<file path="src/rtl/gayle_xfer_ctrl.sv">
// rtl/gayle_xfer_ctrl.sv - IDE PIO sector transfer sequencer for the Gayle sector FIFO
module gayle_xfer_ctrl #(
   parameter int MAX_MULTI    = 16,
   parameter int SECTOR_WORDS = 256
) (
   input  logic       clk,
   input  logic       reset_n,
   input  logic       clk7_en,
   input  logic       cmd_start,
   input  logic       cmd_dir,
   input  logic [7:0] cmd_count,
   input  logic [7:0] cmd_multi,
   input  logic       host_rd,
   input  logic       host_wr,
   input  logic       fw_rd,
   input  logic       fw_wr,
   input  logic       fw_abort,
   input  logic       irq_ack,
   output logic       fifo_wr,
   output logic       fifo_rd,
   output logic       fifo_rst,
   output logic       bsy,
   output logic       drq,
   output logic       irq,
   output logic       fw_req,
   output logic [8:0] remaining
);

   typedef enum logic [2:0] {IDLE, IN_FILL, IN_DRAIN, OUT_FILL, OUT_DRAIN} state_t;

   state_t      state, state_nx;
   logic [12:0] wcnt, wcnt_nx;
   logic [8:0]  blk, blk_nx;
   logic [8:0]  multi, multi_nx;
   logic [8:0]  rem_nx, rem_after;
   logic [8:0]  count_in, multi_in;
   logic [12:0] blk_words;
   logic        irq_set, rst_nx, last, abort_hit;

   function automatic logic [8:0] min9(input logic [8:0] a, input logic [8:0] b);
      return (a < b) ? a : b;
   endfunction

   assign count_in  = (cmd_count == 8'd0) ? 9'd256 : {1'b0, cmd_count};
   assign multi_in  = (cmd_multi == 8'd0) ? 9'd1 : min9({1'b0, cmd_multi}, 9'(MAX_MULTI));
   assign blk_words = 13'(blk * SECTOR_WORDS);
   assign last      = (wcnt == blk_words - 13'd1);
   assign abort_hit = fw_abort && (state != IDLE);

   // Strobes pass straight through when the phase owns them; an abort masks them.
   assign fifo_wr = clk7_en && !abort_hit &&
                    ((state == IN_FILL && fw_wr) || (state == OUT_FILL && host_wr));
   assign fifo_rd = clk7_en && !abort_hit &&
                    ((state == IN_DRAIN && host_rd) || (state == OUT_DRAIN && fw_rd));

   assign bsy    = (state == IN_FILL) || (state == OUT_DRAIN);
   assign drq    = (state == IN_DRAIN) || (state == OUT_FILL);
   assign fw_req = (state == IN_FILL) || (state == OUT_DRAIN);

   always_comb begin
      state_nx  = state;
      wcnt_nx   = wcnt;
      rem_nx    = remaining;
      blk_nx    = blk;
      multi_nx  = multi;
      irq_set   = 1'b0;
      rst_nx    = 1'b0;
      rem_after = remaining - blk;
      case (state)
         IDLE: begin
            if (cmd_start && !fw_abort) begin
               rst_nx   = 1'b1;
               rem_nx   = count_in;
               multi_nx = multi_in;
               blk_nx   = min9(multi_in, count_in);
               wcnt_nx  = 13'd0;
               state_nx = cmd_dir ? IN_FILL : OUT_FILL;
            end
         end
         IN_FILL, OUT_FILL: begin
            if (fifo_wr) begin
               if (last) begin
                  wcnt_nx  = 13'd0;
                  state_nx = (state == IN_FILL) ? IN_DRAIN : OUT_DRAIN;
                  irq_set  = (state == IN_FILL);
               end else begin
                  wcnt_nx = wcnt + 13'd1;
               end
            end
         end
         IN_DRAIN, OUT_DRAIN: begin
            if (fifo_rd) begin
               if (last) begin
                  wcnt_nx  = 13'd0;
                  rem_nx   = rem_after;
                  blk_nx   = min9(multi, rem_after);
                  irq_set  = (state == OUT_DRAIN);
                  if (rem_after == 9'd0)
                     state_nx = IDLE;
                  else
                     state_nx = (state == IN_DRAIN) ? IN_FILL : OUT_FILL;
               end else begin
                  wcnt_nx = wcnt + 13'd1;
               end
            end
         end
         default: state_nx = IDLE;
      endcase
      if (abort_hit) begin
         state_nx = IDLE;
         rst_nx   = 1'b1;
         irq_set  = 1'b1;
         rem_nx   = 9'd0;
         wcnt_nx  = 13'd0;
      end
   end

   always_ff @(posedge clk or negedge reset_n) begin
      if (!reset_n) begin
         state     <= IDLE;
         wcnt      <= 13'd0;
         blk       <= 9'd0;
         multi     <= 9'd0;
         remaining <= 9'd0;
         irq       <= 1'b0;
         fifo_rst  <= 1'b0;
      end else if (clk7_en) begin
         state     <= state_nx;
         wcnt      <= wcnt_nx;
         blk       <= blk_nx;
         multi     <= multi_nx;
         remaining <= rem_nx;
         // A set in the same cycle as an ack wins.
         irq       <= irq_set || (irq && !irq_ack);
         fifo_rst  <= rst_nx;
      end
   end

endmodule

</file>
<file path="config.mk">
export PLATFORM = sky130hd
export DESIGN_NAME = gayle_xfer_ctrl
export DESIGN_NICKNAME = d
export VERILOG_FILES = /design/src/rtl/gayle_xfer_ctrl.sv
export SDC_FILE = /design/constraint.sdc
export NUM_CORES = 1
export LEC_CHECK = 0
export CAP_MARGIN = 20
export CORE_ASPECT_RATIO = 0.9
export CORE_UTILIZATION = 56
export CTS_CLUSTER_DIAMETER = 80
export DETAILED_ROUTE_END_ITERATION = 8
export PLACE_DENSITY = 0.88
export SLEW_MARGIN = 20
export SYNTH_ARGS = -nofsm -noshare
export SYNTH_HDL_FRONTEND = slang
export SYNTH_SLANG_ARGS = --single-unit
export TNS_END_PERCENT = 10
</file>
<file path="constraint.sdc">
create_clock -name clk -period 4.6 [get_ports clk]
set_clock_uncertainty 0.2 [all_clocks]
set_input_delay 0.92 -clock clk [delete_from_list [all_inputs] [get_ports clk]]
set_output_delay 0.92 -clock clk [all_outputs]
set_load 0.02 [all_outputs]
</file>
# Word-level counts from Yosys, hierarchy flattened
# Index checks and enable logic that the tools add are counted.
# word_totals
out_inout_bits	16
input_bits	27
ff_bits	45
elab_cells	99
# classes
reduce_logical	33
order_cmp	3
eq_ne	13
addsub	3
muxes	40
# ops
op	count
9-bit 2-to-1 mux	10
13-bit 2-to-1 mux	5
13-bit case mux with 3 select lines	1
9-bit case mux with 2 select lines	2
3-bit 2-to-1 mux	7
8-bit logical NOT	2
8-bit 2-to-1 mux	2
3-bit != test (second input constant)	5
5-bit AND reduction	3
13-bit by 1-bit adder with 13-bit output (second input constant)	1
13-bit == test	1
13-bit by 1-bit subtractor with 13-bit output (second input constant)	1
1-bit logical AND	10
9-bit logical NOT	1
8-bit by 9-bit less-than comparator with 1-bit output	1
9-bit less-than comparator	1
3-bit case mux with 3 select lines	1
9-bit subtractor	1
8-bit by 5-bit less-than comparator with 1-bit output (second input constant)	1
1-bit 2-to-1 mux	8
3-bit by 2-bit == test with 1-bit output (second input constant)	2
2-bit 2-to-1 mux	3
2-bit != test (second input constant)	3
6-bit AND reduction	1
11 further kinds	19

# Longest topological paths before layout
# logic_depth
depth_word	9
depth_mapped	18
mapped_depth_nobuf	17

# Worst setup path after synthesis
# Ideal clock, no wire load.
# synth_timing
kind	flip-flop to flip-flop
from	register remaining[0]
to	register blk[5]
stages_incl_launch_ff	18
synth_period_minus_slack_ps	3683
t_arrival_ps	3355
setup_ps	128
required_time_ps	4272
n_path_buf	1
setup_slack_ps	917
cell_sequence	dfrtp_1 > inv_1 > ha_1 > inv_1 > fa_1 > a21oi_1 > o21ai_0 > a21oi_1 > xnor2_1 > inv_1 > ha_1 > o21a_1 > nor2_1 > nor4_1 > buf_2 > mux2_2 > a22oi_1 > mux2i_1
# synth_via
elab_chain_len	6
# synth_rtl
item	line_no	text
start: declaration	26	output logic [8:0] remaining
start signal: assignment	132	remaining <= rem_nx;
9-bit subtractor *	68	rem_after = remaining - blk;
9-bit less-than comparator	41	return (a < b) ? a : b;
9-bit 2-to-1 mux *	41	
9-bit 2-to-1 mux *	93	if (last) begin
9-bit 2-to-1 mux *	92	if (fifo_rd) begin
9-bit case mux with 2 select lines *	69	case (state)
end signal: assignment	130	blk <= blk_nx;
end: declaration	33	logic [8:0] blk, blk_nx;
# Every way passes the cells marked *; elsewhere a longest branch is shown, timed or not. The select of a mux whose other input is x is not followed.
# A chain may end at the register's enable or synchronous reset.

# Worst setup path in the final report
# layout_timing
from	register blk[0]
to	register blk[7]
# layout_via
elab_chain_len	6
word_cells_on_any_way	10
classes_between	2 x add/sub; 1 x order compare; 2 x eq/ne; 4 x mux; 1 x reduce/logical
# layout_rtl
item	line_no
9-bit subtractor	68
9-bit less-than comparator	41
9-bit 2-to-1 mux	41
9-bit 2-to-1 mux	93
9-bit 2-to-1 mux	92
9-bit case mux with 2 select lines	69
# Parallel ways exist; a longest one is shown, timed or not. The select of a mux whose other input is x is not followed.

==> run summary <==
Startpoint Class - register
Critical Path Fanout Max - 6
Detailed placement HPWL - 5812 um
Commonest cells after routing, fill and taps aside - dfrtp_1, clkdlybuf4s50_1, o21ai_0
Yosys cell types - 56
Core Rows - 26
Worst-skew pair later-pin latency - 0.30 ns
Clock Sinks - 44
Max Slew Vio Count - 0
Yosys top cell area share - 33.38%
Initial antenna violation count - 0
First-pass GRT wire length - 13030 um
GRT overflow - 0
Max Cap Viol - 0
DRC viols - 0
PwrDens - 656.9 nW/um2
Number of global-route vias before repair - 2794
DIE AREA - 6201 um2
CP Class - reg2reg
Boundary Pins - 43
Sequential Power Share - 23.8%
Die height - 74.81 um
WP data arrival - 4.25 ns
Dominant synthesized flop cell - dfrtp_1
Total power - 2533 uW
CTS max path bufs - 2
Commonest non-fill, non-tap cell in the layout - dfrtp_1
Largest net degree at the start of global routing - 45
H-tree depth - 2
Total Wirelength - 7848 um
CP Data Required Time - 4.59 ns
Internal power - 1306 uW
Vias per inst - 6.112
Post-CTS setup buffers - 0
Status - complete, no violations
Number of DRC markers in iteration 0 - 199
Final period utilization - 92.68%
Unrepaired setup endpoints after global routing - yes
Sequential share of the synthesized area - 33.38%
Die width - 82.90 um
Detail Route Antenna Nets - 0
Mapped cell area - 3298 um2
Hold Path Class - reg2reg
Yosys top cell by area - dfrtp_1
Routed length per instance - 15.76 um
Starting Density - 57.93%
Reg clk slew, reported paths - 0.08 ns
Layout Nets - 480
Via count - 3044
Root Buffer Master - clkbuf_8
Post-route setup slack - 0.3369 ns
Placer Congestion - 0.8636
WHS - 0.3235 ns
TritonCTS buffer count - 5
Max Clk Rate - 0.2346 GHz
Switching share of power - 48.43%
Setup violators final - 0
Synth-to-layout area growth - 16.92%
Seq cells post-synth - 44
YS warnings - 0
Worst Max-Slew Pin Slew - 0.7478 ns
Post-CTS Hold Fix Bufs - 0
Fillers - 438
GRT Util Overall - 26.13%
Final Hold Fails - 0
Post-synth ARST share - 100.0%
Sw power - 1227 uW
# port buffers - 42
Leakage power - 0.001793 uW
Final min period - 4.263 ns
CP endpoint kind - register
Syn Area/Cell - 8.544 um2
Maximum vdd drop - 0.0004185 V
Comb power frac - 66.0%
Core area - 5693 um2
Post-synth EDFFs - 0
Fin util - 67.74%
Fraction of layout cells with a size suffix above 1 - 6.542%
DRT Pass-1 Iters - 5
PostCTS Resize Cnt - 0
Top post-synthesis cells by area - dfrtp_1, ha_1, o21ai_0
ANT cells - 0
Post-Synthesis Cells - 386
Max-slew headroom - 49.69%
Dpl ws - 0.4535 ns
TritonCTS clock tree - built
Clock share of power - 10.2%
[kinds of logic (layout without fill, tap and decap cells)]
kind of cell | count (synthesis) | in the layout | synth area share, %
AOI/OAI and AO/OA | 107 | 107 | 20.30
DFF | 44 | 44 | 33.38
and+or+nand+nor | 124 | 124 | 19.50
xor gates and xnor gates | 14 | 14 | 3.718
adders and majority gates | 26 | 26 | 10.09
other | 1 | 3 | 0.1137
muxes | 21 | 21 | 6.601
buffers and inverters | 49 | 89 | 6.298
[cell usage after synthesis, types with 4 or more instances]
library cell and number:
nor4_1 5, a21oi_1 24, xnor2_1 9, and3_1 7, nand3_1 10, dfrtp_1 44, mux2i_1 15, and2_1 6
o211ai_1 5, nand2b_1 5, inv_1 35, nor2b_1 4, o21ai_0 36, mux2_2 6, nor3_1 12, buf_2 4
nor2_1 21, ha_1 25, o31ai_1 5, clkbuf_1 7, nand2_1 35, xor2_1 5, a31oi_1 6, a22o_1 4
[state kept, by name, indices dropped and copies added, names as in the netlist]
signal and count:
wcnt 13, fifo_rst 1, blk 9, multi 8, remaining 9, state 3, irq 1
[layer usage]
metal / up-vias / part of all wire (%) / track usage, %
met5: - / 0 / 0
met4: 0 / 1.2 / 7.471
met3: 9 / 7.1 / 4.825
met2: 138 / 45 / 43.90
met1: 1428 / 46 / 35.20
li1: 1469 / - / -
[critical path, stage by stage (launching register included)]
cell and delay, ns:
dfrtp_1 0.48, ha_1 0.19, inv_1 0.05, fa_1 0.41, a21oi_1 0.26, o21ai_0 0.15
a21oi_1 0.20, xnor2_1 0.24, inv_1 0.10, ha_1 0.29, o21a_1 0.12, nor2_1 0.04
nor4_1 0.67, mux2_2 0.43, a221oi_2 0.28, a21oi_1 0.07
[final cells by class]
type	count	area, um2	share of cell area [%]
clock buffer	8	90.09	2.336
inverter	35	131.4	3.407
multi-input combinational	295	1998	51.82
sequential	44	1101	28.55
tap	70	87.58	2.271
timing repair buffer	46	447.9	11.62
[power by group through the flow]
stage                     registers [uW]  logic, uW  clock network, uW
after CTS                            602       1650                261
final                                604       1670                258
after global placement               603       1560                  0
after floorplan                      606       1190                  0
after detailed placement             610       1620                  0
after global routing                 621       1860                275
[through the flow]
step	cells	cell area (um2)	TNS [ns]
after floorplan	388	3306	0
after CTS	498	3852	0
after global placement	490	3762	0
after global routing	498	3856	-0.01854
after detailed placement	490	3762	0
final	498	3856	0
[final timing paths]
| kind | startpoint | to | slack (ns) | cells past startpoint |
|---|---|---|---|---|
| min | wcnt[3] | wcnt[3] | 0.32 | 1 |
| min in group asynchronous | reset_n | multi[5] | 0.40 | 1 |
| min reg2reg | wcnt[3] | wcnt[3] | 0.32 | 1 |
| max reg2reg | blk[0] | blk[7] | 0.34 | 15 |
| max in group asynchronous | reset_n | multi[1] | 3.41 | 1 |
| max | blk[0] | blk[7] | 0.34 | 15 |
Note: power is estimated with default switching activity, not from simulation.
